**config.mk**
```make
export PLATFORM = sky130hd
export DESIGN_NAME = dpe_scan_frame_loader
export DESIGN_NICKNAME = d
export VERILOG_FILES = /design/src/rtl/dpe_scan_frame_loader.sv
export SDC_FILE = /design/constraint.sdc
export NUM_CORES = 1
export LEC_CHECK = 0
export BUFFER_PORTS_ARGS = -buffer_cell sky130_fd_sc_hd__buf_4
export CAP_MARGIN = 20
export CORE_MARGIN = 3
export CORE_UTILIZATION = 45
export CTS_BUF_LIST = sky130_fd_sc_hd__clkbuf_4 sky130_fd_sc_hd__clkbuf_8
export CTS_CLUSTER_SIZE = 10
export DETAILED_ROUTE_END_ITERATION = 6
export GPL_ROUTABILITY_DRIVEN = 0
export MAX_ROUTING_LAYER = met4
export PLACE_DENSITY = 0.76
export SLEW_MARGIN = 10
export SYNTH_ARGS = -nofsm -noshare
export SYNTH_HDL_FRONTEND = slang
export SYNTH_SLANG_ARGS = --single-unit
```
**constraint.sdc**
```tcl
create_clock -name CLK -period 2.35 [get_ports CLK]
set_input_delay 0.47 -clock CLK [delete_from_list [all_inputs] [get_ports CLK]]
set_output_delay 0.47 -clock CLK [all_outputs]
set_load 0.01 [all_outputs]
```
**src/rtl/dpe_scan_frame_loader.sv**
```systemverilog
// Scan-chain SRAM loader: captures serial frames on SC_CLK/SC_EN and emits one buffered write per valid frame.
// Optional odd-parity bit per frame when SCAN_PARITY_EN is defined.
module dpe_scan_frame_loader #(
  parameter int unsigned DATA_W   = 32,
  parameter int unsigned ADDR_W   = 8,
  parameter int unsigned SYNC_STG = 2,
  parameter int unsigned ERR_W    = 8
) (
  input  logic              CLK,
  input  logic              RST,
  input  logic              SC_CLK,
  input  logic              SC_EN,
  input  logic              scanIn,
  output logic              o_wr_valid,
  input  logic              i_wr_ready,
  output logic [ADDR_W-1:0] o_wr_addr,
  output logic [DATA_W-1:0] o_wr_data,
  output logic              o_init_done,
  output logic [ERR_W-1:0]  o_frame_err,
  output logic [ERR_W-1:0]  o_overrun_err
);

`ifdef SCAN_PARITY_EN
  localparam int unsigned FRAME_W = DATA_W + ADDR_W + 2;
`else
  localparam int unsigned FRAME_W = DATA_W + ADDR_W + 1;
`endif
  localparam int unsigned CNT_W = $clog2(FRAME_W + 2);

  typedef enum logic [1:0] {S_IDLE, S_SHIFT, S_CHECK, S_DONE} state_t;

  state_t              state_q, state_d;
  logic [SYNC_STG-1:0] sclk_sync_q, sclk_sync_d;
  logic [SYNC_STG-1:0] sen_sync_q, sen_sync_d;
  logic [SYNC_STG-1:0] din_sync_q, din_sync_d;
  logic                sclk_prev_q, sclk_prev_d;
  logic                sen_prev_q, sen_prev_d;
  logic [FRAME_W-1:0]  shift_q, shift_d;
  logic [CNT_W-1:0]    bitcnt_q, bitcnt_d;
  logic                wr_valid_q, wr_valid_d;
  logic [ADDR_W-1:0]   wr_addr_q, wr_addr_d;
  logic [DATA_W-1:0]   wr_data_q, wr_data_d;
  logic                init_done_q, init_done_d;
  logic [ERR_W-1:0]    frame_err_q, frame_err_d;
  logic [ERR_W-1:0]    overrun_err_q, overrun_err_d;

  logic sclk_s, sen_s, din_s, rise, commit;
  logic parity_ok, frame_ok, all_ones;

  // Matched synchroniser pipelines keep data aligned with its scan clock.
  always_comb begin
    sclk_sync_d = {sclk_sync_q[SYNC_STG-2:0], SC_CLK};
    sen_sync_d  = {sen_sync_q[SYNC_STG-2:0], SC_EN};
    din_sync_d  = {din_sync_q[SYNC_STG-2:0], scanIn};
    sclk_s      = sclk_sync_q[SYNC_STG-1];
    sen_s       = sen_sync_q[SYNC_STG-1];
    din_s       = din_sync_q[SYNC_STG-1];
    sclk_prev_d = sclk_s;
    sen_prev_d  = sen_s;
    rise        = sclk_s & ~sclk_prev_q;
    commit      = ~sen_s & sen_prev_q;
  end

  always_comb begin
`ifdef SCAN_PARITY_EN
    parity_ok = ^shift_q[FRAME_W-2:0];
`else
    parity_ok = 1'b1;
`endif
    frame_ok = (bitcnt_q == CNT_W'(FRAME_W)) && shift_q[FRAME_W-1] && parity_ok;
    all_ones = &shift_q[DATA_W+ADDR_W-1:0];
  end

  always_comb begin
    state_d       = state_q;
    shift_d       = shift_q;
    bitcnt_d      = bitcnt_q;
    wr_valid_d    = wr_valid_q & ~i_wr_ready;
    wr_addr_d     = wr_addr_q;
    wr_data_d     = wr_data_q;
    init_done_d   = init_done_q;
    frame_err_d   = frame_err_q;
    overrun_err_d = overrun_err_q;

    case (state_q)
      S_IDLE, S_SHIFT: begin
        if (commit) begin
          state_d = S_CHECK;
        end else if (rise && sen_s) begin
          for (int unsigned i = 0; i < FRAME_W; i++) begin
            if (CNT_W'(i) == bitcnt_q) shift_d[i] = din_s;
          end
          // Saturate one past a full frame so overlong frames stay detectable.
          if (bitcnt_q != CNT_W'(FRAME_W + 1)) bitcnt_d = bitcnt_q + CNT_W'(1);
          state_d = S_SHIFT;
        end
      end
      S_CHECK: begin
        state_d  = S_IDLE;
        bitcnt_d = '0;
        shift_d  = '0;
        if (!frame_ok) begin
          if (frame_err_q != '1) frame_err_d = frame_err_q + ERR_W'(1);
        end else if (all_ones) begin
          init_done_d = 1'b1;
          state_d     = S_DONE;
        end else if (wr_valid_q && !i_wr_ready) begin
          if (overrun_err_q != '1) overrun_err_d = overrun_err_q + ERR_W'(1);
        end else begin
          wr_valid_d = 1'b1;
          wr_addr_d  = shift_q[DATA_W +: ADDR_W];
          wr_data_d  = shift_q[DATA_W-1:0];
        end
      end
      S_DONE:  state_d = S_DONE;
      default: state_d = S_IDLE;
    endcase
  end

  always_ff @(posedge CLK) begin
    if (RST) begin
      state_q       <= S_IDLE;
      sclk_sync_q   <= '0;
      sen_sync_q    <= '0;
      din_sync_q    <= '0;
      sclk_prev_q   <= 1'b0;
      sen_prev_q    <= 1'b0;
      shift_q       <= '0;
      bitcnt_q      <= '0;
      wr_valid_q    <= 1'b0;
      wr_addr_q     <= '0;
      wr_data_q     <= '0;
      init_done_q   <= 1'b0;
      frame_err_q   <= '0;
      overrun_err_q <= '0;
    end else begin
      state_q       <= state_d;
      sclk_sync_q   <= sclk_sync_d;
      sen_sync_q    <= sen_sync_d;
      din_sync_q    <= din_sync_d;
      sclk_prev_q   <= sclk_prev_d;
      sen_prev_q    <= sen_prev_d;
      shift_q       <= shift_d;
      bitcnt_q      <= bitcnt_d;
      wr_valid_q    <= wr_valid_d;
      wr_addr_q     <= wr_addr_d;
      wr_data_q     <= wr_data_d;
      init_done_q   <= init_done_d;
      frame_err_q   <= frame_err_d;
      overrun_err_q <= overrun_err_d;
    end
  end

  assign o_wr_valid    = wr_valid_q;
  assign o_wr_addr     = wr_addr_q;
  assign o_wr_data     = wr_data_q;
  assign o_init_done   = init_done_q;
  assign o_frame_err   = frame_err_q;
  assign o_overrun_err = overrun_err_q;

endmodule

```
==> results.ini <==
[synth]
yosysTopAreaCell = dfxtp_1
synth_top_family_by_area = simple AND/OR/NAND/NOR gates
yosysWarnings = 0
avgSynthCellArea_um2 = 8.17
syn_inst = 598
yosys.area_share.simple = 0.262
synth_cell_types = 44
ys_ff_latch = 115
yosysTopAreaCellShare = 0.471
ys_top_cells_by_area = dfxtp_1 (47%), a21oi_1 (7.9%), nand2_1 (7.7%), nor2_1 (4.8%), mux2i_1 (4.7%)
netlist_area_um2 = 4890
synth_edf_count = 0
synth-async-reset-ratio = 0
synth_mux_area_frac = 0.0517
synthAdderAreaFrac = 0.0154
yosysSeqAreaShare = 0.471
synth_fp_nets = 610
synth_compound_area_frac = 0.141
synth_xor_area_frac = 0.0197
synth_ff_type = dfxtp_1

[clocking]
cts_hold_buf = 0
cts.sinks = 115
clkLatencyLatePin_ns = 0.44
cts_tree = yes
cts_resized = 0
cts-buffers-inserted = 17
htreeDepth = 4
clk_pin_slew_ns = 0.07
post_cts_buffers = 0
max-clock-path-buffers = 2
cts_root_buf = clkbuf_8

[cells_and_area]
final-instance-count-excl-fill = 805
fin_util = 0.572
layout_commonest_cell = dfxtp_1
nFillCells = 944
diodes = 0
drive_gt1_frac = 0.182
syn2layout_area_growth_pct = 22.5
mostFrequentLayoutCells = dfxtp_1 (115), nand2_1 (100), buf_4 (79)
nets = 668

[worst_setup_path]
required_ns = 2.68
crit_path_end_kind = flip-flop
cp_cell_sequence = nand4_1, or4_4, nor3_2, a21oi_1, a2111oi_2
r2r_start = shift_q[24]
startpoint = shift_q[24]
path_buf_inv = 0
cp_slowest_cell = or4_4
critical_path_class = flip-flop to flip-flop
worst_path_dominant_cell_family = simple AND/OR/NAND/NOR gates
start_kind = flip-flop
cpPeakStageDelay_ns = 0.61
cp.arrival_ns = 2.45
critPathMaxFanout = 9

[floorplan]
dieArea_um2 = 12100
ios = 64
coreArea_um2 = 10500
rows = 37
die_h_um = 110
start_util = 0.467
die_x_um = 110

[grt]
grt_max_degree = 60
antenna_found_initial = 0
grt_usage = 0.211
grt_overflow_total = 0
grt_pass1_vias = 4192
grt_pass1_wl_um = 19600

[route]
wirelength_um = 11900
dr.pass1.iters = 6
first_iter_violations = 386
num_vias = 4452
ant_nets = 0
viasPerCell = 5.53
drc = 0
wire_per_inst_um = 14.8

[sta]
max_slew.worst_pin.slew_ns = 0.707
slew_violations = 0
setup_tns_ns = 0
finalHoldViolCount = 0
min_period_over_period = 0.903
finalClockSkew_ns = 0.0123
fmax_mhz = 471
rsz0062_at_grt = false
slew_headroom = 0.526
whs_ns = 0.244
min_period_ns = 2.12
setup_viol_count_final = 0

[placed_design]
portBuffers = 63
dp.cells = 773
dp.final_hpwl_um = 7910

[pwr]
power_density_nw_per_um2 = 699
power.leakage_nw = 2.29
p_total_mw = 4.18
ir_drop_mv = 0.315

[worst_hold_path]
min_path_type = input pin to flip-flop
min-delay-start = SC_EN

[job]
maxCapViolCount = 0

[run_status]
status = finished, final reports clean

[sequential cells by signal, indices dropped and copies added, names as in the netlist]
register / flops
sen_prev_q: 1
shift_q: 41
sclk_prev_q: 1
sen_sync_q: 2
o_init_done: 1
o_wr_addr: 8
o_wr_valid: 1
bitcnt_q: 6
sclk_sync_q: 2
o_frame_err: 8
o_wr_data: 32
din_sync_q: 2
state_q: 2
o_overrun_err: 8
[report_power, final]
part           internal [mW]  leakage, nW  switching [mW]
sequential              1.96        0.927         0.00482
clock                   1.29        0.227           0.829
combinational         0.0324         1.13          0.0739
[Yosys cell counts, types with 6 or more instances]
cell type,instances
a21oi_1,77
nor3_1,6
o21ai_0,17
a31oi_1,13
buf_2,10
clkbuf_1,29
ha_1,6
nor2b_1,15
dfxtp_1,115
mux2i_1,23
nand4_1,15
nand2_1,100
o21ai_1,8
xnor2_1,7
nand3_1,36
inv_1,7
nor2_1,62
[final timing paths]
check	end	slack, ns	cells after the start
worst min register to register	sclk_sync_q[1]	0.43	1
worst max-delay path	state_q[0]	0.23	5
worst min-delay path	sen_sync_q[0]	0.24	2
worst max register to register	state_q[0]	0.23	5
[kinds of logic (layout without fill, tap and decap cells)]
group           Yosys count  after routing
buf+inv                  49            120
flops                   115            115
mux                      25             25
fa+ha+maj                 6              6
simple gates            269            269
compound gates          123            123
xor+xnor                 11             11
[layer usage]
layer  vias up  part of all wire  track usage
met3        23             0.061       0.0542
li1       2179                 -            -
met1      2102              0.41        0.238
met5         -                 0            -
met4         0             0.018       0.0827
met2       148              0.51        0.359
[stage by stage]
step / cell area, um2 / setup WS (ns)
2_1_floorplan: 4890 / 0.420
3_3_place_gp: 5530 / 0.276
3_5_place_dp: 5530 / 0.246
4_1_cts: 5990 / 0.218
5_1_grt: 5990 / 0.0263
6_report: 5990 / 0.227
[area by class of cell]
class,count,area [um2],area share
inverters,7,26.3,0.00439
well taps,136,170,0.0284
repair buffers,81,633,0.106
multi-input cells,434,2400,0.401
flip-flops and latches,115,2300,0.385
clock inverters,13,206,0.0345
clock buffers,19,249,0.0416
No activity file was read; power rests on OpenSTA's default activity.
